`src/rtl/rr_grant_arbiter4.sv`:
```
// rr_grant_arbiter4: 4-requester round-robin arbiter with registered one-hot
// and binary grant outputs. A grant is held until the owner pulses done or
// drops its request. The released owner is masked while the next owner is
// chosen, so the grant hands over with no idle cycle.
// Optional macro HOLD_TIMEOUT_EN: force a release after MAX_HOLD held cycles
// and pulse timeout_o for that one cycle.
module rr_grant_arbiter4 #(
  parameter int MAX_HOLD = 8,
  parameter int CNT_W    = 8
) (
  input  logic       clk,
  input  logic       rst,
  input  logic [3:0] req_i,
  input  logic       done_i,
  output logic [3:0] gnt_o,
  output logic [1:0] gnt_idx_o,
  output logic       gnt_valid_o,
  output logic       timeout_o
);

  typedef enum logic {IDLE, GRANT} state_t;

  // Stop elaboration if the parameters are outside their legal range.
  if (MAX_HOLD < 2 || MAX_HOLD > 255 || (2**CNT_W) <= MAX_HOLD) begin : g_param_chk
    $error("rr_grant_arbiter4: illegal MAX_HOLD/CNT_W");
  end

  state_t           state_q, state_d;
  logic [1:0]       ptr_q, ptr_d;
  logic [CNT_W-1:0] cnt_q, cnt_d;
  logic [3:0]       gnt_q, gnt_d;
  logic [1:0]       idx_q, idx_d;
  logic             to_q, to_d;

  logic [3:0]       arb_req;
  logic             found;
  logic [1:0]       sel;
  logic             rel_nat, expire, release_c;

  // Rotating priority search starting at ptr. In GRANT the owner's bit is
  // masked, so a releasing owner cannot win back its own grant.
  always_comb begin
    arb_req = req_i;
    if (state_q == GRANT) arb_req = req_i & ~gnt_q;
    found = 1'b0;
    sel   = ptr_q;
    for (int k = 0; k < 4; k++) begin
      if (!found && arb_req[ptr_q + 2'(k)]) begin
        found = 1'b1;
        sel   = ptr_q + 2'(k);
      end
    end
  end

  // Release decision. When done and owner-drop arrive together they count as
  // one release. A done on the expiry cycle takes precedence, so no timeout.
  always_comb begin
    rel_nat = done_i | ~req_i[idx_q];
`ifdef HOLD_TIMEOUT_EN
    expire  = (cnt_q == CNT_W'(MAX_HOLD - 1)) && !rel_nat;
`else
    expire  = 1'b0;
`endif
    release_c = rel_nat | expire;
  end

  // Next-state and output registers: grant, hand over, or fall back to IDLE.
  always_comb begin
    state_d = state_q;
    ptr_d   = ptr_q;
    cnt_d   = cnt_q;
    gnt_d   = gnt_q;
    idx_d   = idx_q;
    to_d    = 1'b0;
    unique case (state_q)
      IDLE: begin
        if (found) begin
          state_d = GRANT;
          gnt_d   = 4'b0001 << sel;
          idx_d   = sel;
          ptr_d   = sel + 2'd1;
          cnt_d   = '0;
        end
      end
      GRANT: begin
        if (release_c) begin
          to_d = expire;
          if (found) begin
            gnt_d = 4'b0001 << sel;
            idx_d = sel;
            ptr_d = sel + 2'd1;
            cnt_d = '0;
          end else begin
            state_d = IDLE;
            gnt_d   = 4'b0000;
          end
        end else if (cnt_q != '1) begin
          cnt_d = cnt_q + 1'b1;
        end
      end
      default: state_d = IDLE;
    endcase
  end

  // State register. Reset is asynchronous and clears every output at once.
  always_ff @(posedge clk or posedge rst) begin
    if (rst) begin
      state_q <= IDLE;
      ptr_q   <= 2'd0;
      cnt_q   <= '0;
      gnt_q   <= 4'b0000;
      idx_q   <= 2'd0;
      to_q    <= 1'b0;
    end else begin
      state_q <= state_d;
      ptr_q   <= ptr_d;
      cnt_q   <= cnt_d;
      gnt_q   <= gnt_d;
      idx_q   <= idx_d;
      to_q    <= to_d;
    end
  end

  assign gnt_o       = gnt_q;
  assign gnt_idx_o   = idx_q;
  assign gnt_valid_o = |gnt_q;
  assign timeout_o   = to_q;

endmodule

```
`config.mk`:
```
export PLATFORM = sky130hd
export DESIGN_NAME = rr_grant_arbiter4
export DESIGN_NICKNAME = d
export VERILOG_FILES = /design/src/rtl/rr_grant_arbiter4.sv
export SDC_FILE = /design/constraint.sdc
export NUM_CORES = 1
export LEC_CHECK = 0
export CAP_MARGIN = 10
export CELL_PAD_IN_SITES_DETAIL_PLACEMENT = 0
export CELL_PAD_IN_SITES_GLOBAL_PLACEMENT = 1
export CORE_UTILIZATION = 38
export CTS_CLUSTER_DIAMETER = 100
export DETAILED_ROUTE_END_ITERATION = 6
export PLACE_DENSITY_LB_ADDON = 0.1
export SYNTH_ARGS = -nofsm -noshare
export SYNTH_HDL_FRONTEND = slang
export SYNTH_SLANG_ARGS = --single-unit
```
`constraint.sdc`:
```
create_clock -name clk -period 3.42 [get_ports clk]
set_clock_uncertainty 0.2 [all_clocks]
set_input_delay 0.513 -clock clk [delete_from_list [all_inputs] [get_ports clk]]
set_output_delay 0.513 -clock clk [all_outputs]
set_load 0.005 [all_outputs]
```
# --- Word level (Yosys, flattened, before mapping) ---
# Cells that the tools add are included.
op_classes:
  mux: 31
  bitwise: 5
  addsub: 4
  n_reduce_logical: 8
  n_eq_ne: 2
  shifts: 1
  n_lt_le_gt_ge: 5
op_table:
  columns: ["operator", "count"]
  rows:
  - ["$mux W4", 4]
  - ["$lt A2 B3 Y1 const B", 5]
  - ["$mux W2", 7]
  - ["$mux W1", 11]
  - ["$bmux W1 S2", 5]
  - ["$pmux W2 S2", 2]
  - ["$pmux W4 S2", 1]
  - ["$add A2 B1 Y2 const B", 2]
  - ["$add A2 B2 Y2 const B", 2]
  - ["$and A4 B4 Y4", 1]
  - ["$not A4 Y4", 1]
  - ["$reduce_or A4 Y1", 1]
  - ["$shl A1 B2 Y4 const A", 1]
  - ["$logic_and A1 B1 Y1", 3]
  - ["$logic_not A1 Y1", 3]
  - ["$ne A2 B1 Y1 const B", 1]
  - ["$ne A2 B2 Y1 const B", 1]
  - ["$not A1 Y1", 2]
  - ["$pmux W1 S2", 1]
  - ["$reduce_and A2 Y1", 1]
  - ["$or A1 B1 Y1", 1]
word_totals:
  out_inout_bits: 8
  input_bits: 7
  word_cells: 60
  ff_bits: 9

# --- Depth between registers and ports, before layout ---
# Gate-level depths: netlist of run 1.
logic_depth:
  ltp_word: 19
  mapped_depth: 6
  ltp_nobuf: 6

# --- Worst setup path after synthesis of run 1 ---
# Ideal clock, no wire load.
synth_path:
  path_type: "input to register"
  startpoint: "input req_i[3]"
  endpoint: "register idx_q[1], in the netlist gnt_idx_o[1]"
  stages: 5
  arrival_time_ps: 1773
  n_path_buf: 1
  required_ps: 3095
  setup_ps: 125
  setup_slack_ps: 1321
  path_cell_list: "a21boi_1 -> or4b_4 -> and2_1 -> buf_6 -> mux2_4"
synth_via:
  elab_chain_cells: 17
  word_cells_on_any_way: 31
  cone_classes: "eq/ne (1); mux (21); bitwise (3); reduce/logical (6)"
synth_rtl:
  columns: ["item", "line", "text"]
  rows:
  - ["start, declared", "13", "input logic [3:0] req_i,"]
  - ["$and A4 B4 Y4", "44", "if (state_q == GRANT) arb_req = req_i & ~gnt_q;"]
  - ["$mux W4", "44", null]
  - ["$bmux W1 S2", "48", "if (!found && arb_req[ptr_q + 2'(k)]) begin"]
  - ["$mux W1 (implied by the code)", "48", null]
  - ["$mux W1", "48", null]
  - ["$logic_not A1 Y1", "48", null]
  - ["$logic_and A1 B1 Y1", "48", null]
  - ["$mux W1", "48", null]
  - ["$logic_not A1 Y1", "48", null]
  - ["$logic_and A1 B1 Y1", "48", null]
  - ["$mux W1", "48", null]
  - ["$logic_not A1 Y1", "48", null]
  - ["$logic_and A1 B1 Y1", "48", null]
  - ["$mux W2 / $mux W1 (equally long branches)", "48", null]
  - ["$mux W2", "77, 88", null]
  - ["$mux W2", "86", "if (release_c) begin"]
  - ["$pmux W2 S2", "75", "unique case (state_q)"]
  - ["end signal, assigned", "119", "idx_q <= idx_d;"]
  - ["end, declared", "32", "logic [1:0] idx_q, idx_d;"]
# Parallel ways exist; a longest one is shown, timed or not. The select of a mux whose other input is x is not followed.
# A chain may end at the register's enable or synchronous reset.

# --- Worst setup path in the final report of run 1 ---
layout_path:
  startpoint: "input req_i[3]"
  endpoint: "register gnt_q[0], in the netlist gnt_o[0]"
layout_via:
  elab_chain_cells: 18
  word_cells_on_any_way: 35
  cone_classes: "eq/ne (2); shift (1); mux (22); bitwise (3); reduce/logical (7)"
layout_rtl:
  columns: ["item", "line", "text"]
  rows:
  - ["$and A4 B4 Y4", "44", null]
  - ["$mux W4", "44", null]
  - ["$bmux W1 S2", "48", null]
  - ["$mux W1 (implied by the code)", "48", null]
  - ["$mux W1", "48", null]
  - ["$logic_not A1 Y1", "48", null]
  - ["$logic_and A1 B1 Y1", "48", null]
  - ["$mux W1", "48", null]
  - ["(+2 left out)", null, null]
  - ["$mux W1", "48", null]
  - ["$logic_not A1 Y1", "48", null]
  - ["$logic_and A1 B1 Y1", "48", null]
  - ["$mux W2", "48", null]
  - ["$shl A1 B2 Y4", "79, 89", null]
  - ["$mux W4", "88", "if (found) begin"]
  - ["$mux W4", "86", null]
  - ["$pmux W4 S2", "75", null]
  - ["end signal, assigned", "118", "gnt_q <= gnt_d;"]
  - ["end, declared", "31", "logic [3:0] gnt_q, gnt_d;"]
# Parallel ways exist; a longest one is shown, timed or not. The select of a mux whose other input is x is not followed.

==> results of run 1 <==
-- Yosys cell counts, types with 2 or more instances --
master    n
inv_1     3
ha_1      4
dfrtp_1   9
a21bo_2   3
o21ai_0   2
a22o_1    4
a21boi_1  2
a21boi_0  2
o22ai_1   2
nor2_1    2
and2_1    2
a21oi_1   5
-- final timing paths --
path | startpoint | to | slack (ns) | cells after the start
max | req_i[3] | gnt_o[0] | 1.0 | 7
min | rst | gnt_o[0] | 0.31 | 2
max reg2reg | state_q | gnt_o[0] | 1.28 | 6
min reg2reg | gnt_o[2] | gnt_o[2] | 0.36 | 1
max in group asynchronous | rst | gnt_idx_o[0] | 2.46 | 2
min in group clk | gnt_o[2] | gnt_o[2] | 0.36 | 1
-- state kept, by name, summed over array words and instances (netlist names) --
signal / flops
gnt_idx_o: 2
gnt_o: 4
ptr_q: 2
state_q: 1
-- final cells by class --
type / instances / area [um^2] / area share
Sequential cell: 9 / 225 / 0.300
Timing Repair Buffer: 13 / 130 / 0.173
Inverter: 3 / 11.3 / 0.0150
Multi-Input combinational cell: 42 / 339 / 0.452
Clock buffer: 4 / 26.3 / 0.0350
Tap cell: 15 / 18.8 / 0.0250
-- through the flow --
| step | utilization | hold WS, ns | area [um^2] | total power, uW | std cells |
|---|---|---|---|---|---|
| after global routing | 0.543 | 0.369 | 751 | 676 | 86 |
| final | 0.543 | 0.315 | 751 | 625 | 86 |
| after detailed placement | 0.524 | 0.349 | 724 | 548 | 82 |
| after floorplan | - | 0.141 | 594 | 428 | 56 |
| after CTS | 0.543 | 0.325 | 751 | 629 | 86 |
| after global placement | 0.524 | 0.337 | 724 | 546 | 82 |
-- worst register-to-register path, cell delays in order (launching register included) --
cell      delay [ns]
dfrtp_1         0.45
a21boi_1        0.35
o22ai_1         0.15
a22oi_1         0.33
nand2_1         0.14
ha_1            0.21
a22o_1          0.20
-- metal layers --
| layer | global-route usage | vias to the layer above | routed length [um] | share of wire |
|---|---|---|---|---|
| met5 | 0 | - | 0 | 0 |
| met3 | 0.0652 | 0 | 75 | 0.063 |
| met1 | 0.186 | 222 | 584 | 0.49 |
| met4 | 0.0194 | 0 | 0 | 0 |
| li1 | - | 243 | - | - |
| met2 | 0.219 | 18 | 540 | 0.45 |
-- power by group --
part,total (uW),switching (uW),internal [uW]
logic,336,139,197
clock network,78.6,33.8,44.7
registers,210,57.5,152
total,625,230,394
-- kinds of logic after synthesis --
| logic type | count (synthesis) |
|---|---|
| muxes | 2 |
| buffers and inverters | 5 |
| adders and majority gates | 4 |
| and+or+nand+nor | 10 |
| DFF | 9 |
| AOI/OAI and AO/OA | 25 |
| other | 1 |
==> results.txt, run 1 <==
Clk Latency, worst-skew pair - 0.25 ns
setup violators final - 0
antenna violations before repair - 0
CP required - 3.36 ns
Worst VDD drop - 0.494 mV
hold_buf cts - 0
fmax - 413 MHz
CP endpoint kind - flop
RSZ-0062 raised after global routing - false
DRT Wirelength - 1.20 mm
number of synthesized flops with an enable pin - 0
clock buffer count from CTS - 3
CP Launch Type - primary input
delay-heaviest family, CP - compound AO/OA/AOI/OAI gates
layout filler cell count - 124
CP arrival - 2.36 ns
main combinational cell family by area after synthesis - compound AO/OA/AOI/OAI gates
top-area cell type share of the netlist area - 0.379
via count - 483
CP Cell Sequence - clkdlybuf4s50_1 -> a21boi_1 -> o22ai_1 -> a22oi_1 -> nand2_1 -> ha_1 -> a22o_1
Distinct cells, synth - 28
n_diodes - 0
num rows - 13
Worst Path Buf+Inv - 1
min Tclk post-route - 2.42 ns
area leader, netlist - dfrtp_1
Crit path largest cell delay - 0.47 ns
Detail Placement HPWL - 930 um
most frequent cells in the layout - clkdlybuf4s50_1 (13), dfrtp_1 (9), a21oi_1 (5)
Worst Slack Setup Final - 0.999 ns
status - finished clean
Die Ht - 41.5 um
first-pass GRT wire length - 1.82 mm
compound-gate portion of the synthesized area - 0.307
syn_nets - 67
I/O Pins - 15
placer congestion estimate - 0.751
Core Region - 0.00138 mm^2
hold crit path type - primary input to asynchronous set/reset pin
Root Buffer Master - clkbuf_4
Initial Util - 0.430
Mapped Area - 594 um^2
register clock-pin slew on the reported worst setup and hold paths - 0.06 ns
drt pass-1 iters - 2
Seq/Total Area, Yosys - 0.379
XOR/XNOR Fraction of Synth Area - 0
Fin. Hold Viols - 0
Die X - 41.5 um
Synth-to-Final Area Change - 26.3%
setup slack at placement - 0.729 ns
#FFs+latches synth - 9
vias per cell - 5.62
Synth Area in Simple Gates - 0.109
largest net degree at the start of global routing - 10
GR Overflow Total - 0
Synth area leaders - dfrtp_1 (38%), ha_1 (8.4%), a22o_1 (5.9%), a21bo_2 (5.1%), a21oi_1 (4.2%)
syn avg cell area - 10.6 um^2
detailed-route DRC error count - 0
worst-case clock buffer depth - 2
period utilisation layout - 0.708
layout cells sized above 1 - 0.141
Total GRT Usage - 0.141
Post-CTS Setup Repair Bufs - 0
clk sink count - 9
Critical Path Fanout Max - 5
Post-synth top flop - dfrtp_1
Cell Pwr Density - 832 mW/mm^2
Ys Warns - 0
count of buffers from port buffering - 13
ANT nets after route - 0
Worst path slowest cell - clkdlybuf4s50_1
H-tree levels - 1
vias in the first global route - 419
drt initial violations - 6
Leakage - 0.000333 uW
Mapped Cells - 56
Setup Crit Path Kind - primary input to flop
Setup TNS - 0 ns
TritonCTS clock tree - yes
Slew Limit Fails - 0
DIE AREA - 0.00173 mm^2
post-cts sizing count - 0
max-capacitance violation count - 0
adder-cell share of the synthesized area - 0.0842
nets@finish - 83
post-synthesis mux area share - 0.0632
most common cell after layout, fill and taps aside - clkdlybuf4s50_1
Post-synth ARST share - 1.00
WL/cell - 14.0 um
(Power assumes the default switching activity.)
==> inputs of run 2 (changes only) <==
--- a/config.mk
+++ b/config.mk
@@ -8,7 +8,7 @@
 export CAP_MARGIN = 10
 export CELL_PAD_IN_SITES_DETAIL_PLACEMENT = 0
 export CELL_PAD_IN_SITES_GLOBAL_PLACEMENT = 1
-export CORE_UTILIZATION = 38
+export CORE_UTILIZATION = 35
 export CTS_CLUSTER_DIAMETER = 100
 export DETAILED_ROUTE_END_ITERATION = 6
 export PLACE_DENSITY_LB_ADDON = 0.1
==> constraint.sdc (replaced) <==
create_clock -name clk -period 2.4 [get_ports clk]
set_clock_uncertainty 0.2 [all_clocks]
set_input_delay 0.36 -clock clk [delete_from_list [all_inputs] [get_ports clk]]
set_output_delay 0.36 -clock clk [all_outputs]
set_load 0.005 [all_outputs]
==> results.txt, run 2 (synthesis results as in run 1) <==
setup slack at placement - -0.0687 ns (-0.798 ns)
Critical Path Fanout Max - 5 (unchanged)
first-pass GRT wire length - 2.22 mm (+22%)
drt initial violations - 5 (-1)
NetSw - 347 uW (+51%)
worst-case clock buffer depth - 2 (unchanged)
most frequent cells in the layout - clkdlybuf4s50_1 (13), dfrtp_1 (9), buf_4 (6)
Setup Crit Path Kind - flop to output pin
Leakage - 0.000360 uW (+8.3%)
FF/Latch Area - 225 um^2 (unchanged)
nets@finish - 89 (+7.2%)
num rows - 14 (+1)
Fin. Hold Viols - 0 (unchanged)
layout cells sized above 1 - 0.208 (+0.0669)
Clk network pwr share - 0.124 (-0.002)
Detail Placement HPWL - 1.06 mm (+15%)
DIE AREA - 0.00187 mm^2 (+8.2%)
Post-CTS Setup Repair Bufs - 0 (unchanged)
switching fraction of total power - 0.363 (-0.00505)
Core Region - 0.00154 mm^2 (+11%)
period utilisation layout - 0.925
H-tree levels - 1 (unchanged)
Cell Pwr Density - 1200 mW/mm^2 (+44%)
vias in the first global route - 515 (+23%)
Root Buffer Master - clkbuf_4
Combinational Power Share - 0.563 (+0.025)
hold crit path type - primary input to asynchronous set/reset pin
number of flip-flops in the largest register - 4 (unchanged)
Die Ht - 43.2 um (+4.0%)
max-capacitance violation count - 0 (unchanged)
CP endpoint kind - output pin
TritonCTS clock tree - yes
Internal Pwr Total - 608 uW (+54%)
min Tclk post-route - 2.22 ns
Initial Util - 0.386 (-0.0443)
RSZ-0062 raised after global routing - false
Clk Latency, worst-skew pair - 0.26 ns (about the same)
CP Launch Type - flop
detailed-route DRC error count - 0 (unchanged)
Multi-input gate area - 339 um^2 (unchanged)
status - finished clean
setup violators final - 0 (unchanged)
largest net degree at the start of global routing - 10 (unchanged)
n_diodes - 0 (unchanged)
Total GRT Usage - 0.163 (+0.0211)
antenna violations before repair - 0 (unchanged)
Synth-to-Final Area Change - 34.1%
via count - 511 (+5.8%)
sequential power share - 0.313 (-0.023)
Fin Hold WS - 0.167 ns (-0.147 ns)
post-cts sizing count - 0 (unchanged)
R2R cell count - 4 (-2)
placer congestion estimate - 0.736 (-2.1%)
CP arrival - 1.66 ns (-0.70 ns)
Worst VDD drop - 0.466 mV (-5.6%)
post-layout util - 0.517 (-0.0259)
WL/cell - 14.5 um (+4.3%)
Worst Slack Setup Final - 0.180 ns (-0.819 ns)
ANT nets after route - 0 (unchanged)
register clock-pin slew on the reported worst setup and hold paths - 0.06 ns (about the same)
clk sink count - 9 (unchanged)
Die X - 43.2 um (+4.0%)
Post-Place Cells - 89 (+8.5%)
I/O Pins - 15 (unchanged)
Slew Limit Fails - 0 (unchanged)
fmax - 450 MHz
DRT Wirelength - 1.35 mm (+13%)
vias per cell - 5.49 (-2.2%)
most common cell after layout, fill and taps aside - clkdlybuf4s50_1
GR Overflow Total - 0 (unchanged)
hold_buf cts - 0 (unchanged)
layout filler cell count - 147 (+19%)
CP required - 1.84 ns (-1.52 ns)
clock buffer count from CTS - 3 (unchanged)
drt pass-1 iters - 3 (+1)
final std cells w/o fill - 93 (+8.1%)
count of buffers from port buffering - 13 (unchanged)
-- run 2: changes by cell type in the layout (fill, tap and decap cells not counted), sizes merged --
cell | before | now
buf | 0 | 6
-- run 2: metal layers --
metal / wire, um / GRT usage / vias up / part of all wire
met3: 73 / 0.0426 / 5 / 0.054
met2: 645 / 0.257 / 12 / 0.48
met5: 0 / 0 / - / 0
met4: 22 / 0.0727 / 0 / 0.016
met1: 612 / 0.206 / 244 / 0.45
li1: - / - / 250 / -
-- run 2: power groups by stage --
stage | logic [uW] | registers (uW) | clock network (uW)
finish | 537 | 299 | 119
global route | 597 | 310 | 133
CTS | 545 | 300 | 119
detailed placement | 543 | 303 | 0
global placement | 543 | 300 | 0
floorplan | 329 | 281 | 0
-- run 2: worst paths after layout --
kind / startpoint / to / slack (ns)
max: gnt_o[0] / gnt_valid_o / 0.18
min: rst / state_q / 0.17
max reg2reg: state_q / gnt_idx_o[1] / 0.32
min reg2reg: gnt_o[3] / gnt_o[3] / 0.36
max in group asynchronous: rst / gnt_o[1] / 1.56
min in group clk: gnt_o[3] / gnt_o[3] / 0.36
-- run 2: layout make-up --
| cell class | instances | area share |
|---|---|---|
| clock buffer | 4 | 0.0330 |
| tap | 16 | 0.0251 |
| inverter | 3 | 0.0141 |
| timing repair buffer | 19 | 0.220 |
| multi-input combinational | 42 | 0.425 |
| sequential | 9 | 0.283 |
-- run 2: worst max-delay path: stages (launching register included) --
cell	delay (ns)
dfrtp_1	0.44
or4_1	0.51
clkdlybuf4s50_1	0.46
-- run 2: metrics by stage --
stage	setup TNS [ns]	cell area, um^2	total power (uW)
3_5_place_dp	-0.195	771	846
6_report	0	797	955
4_1_cts	0	797	965
3_3_place_gp	-0.275	771	843
5_1_grt	0	797	1040
2_1_floorplan	0	594	610
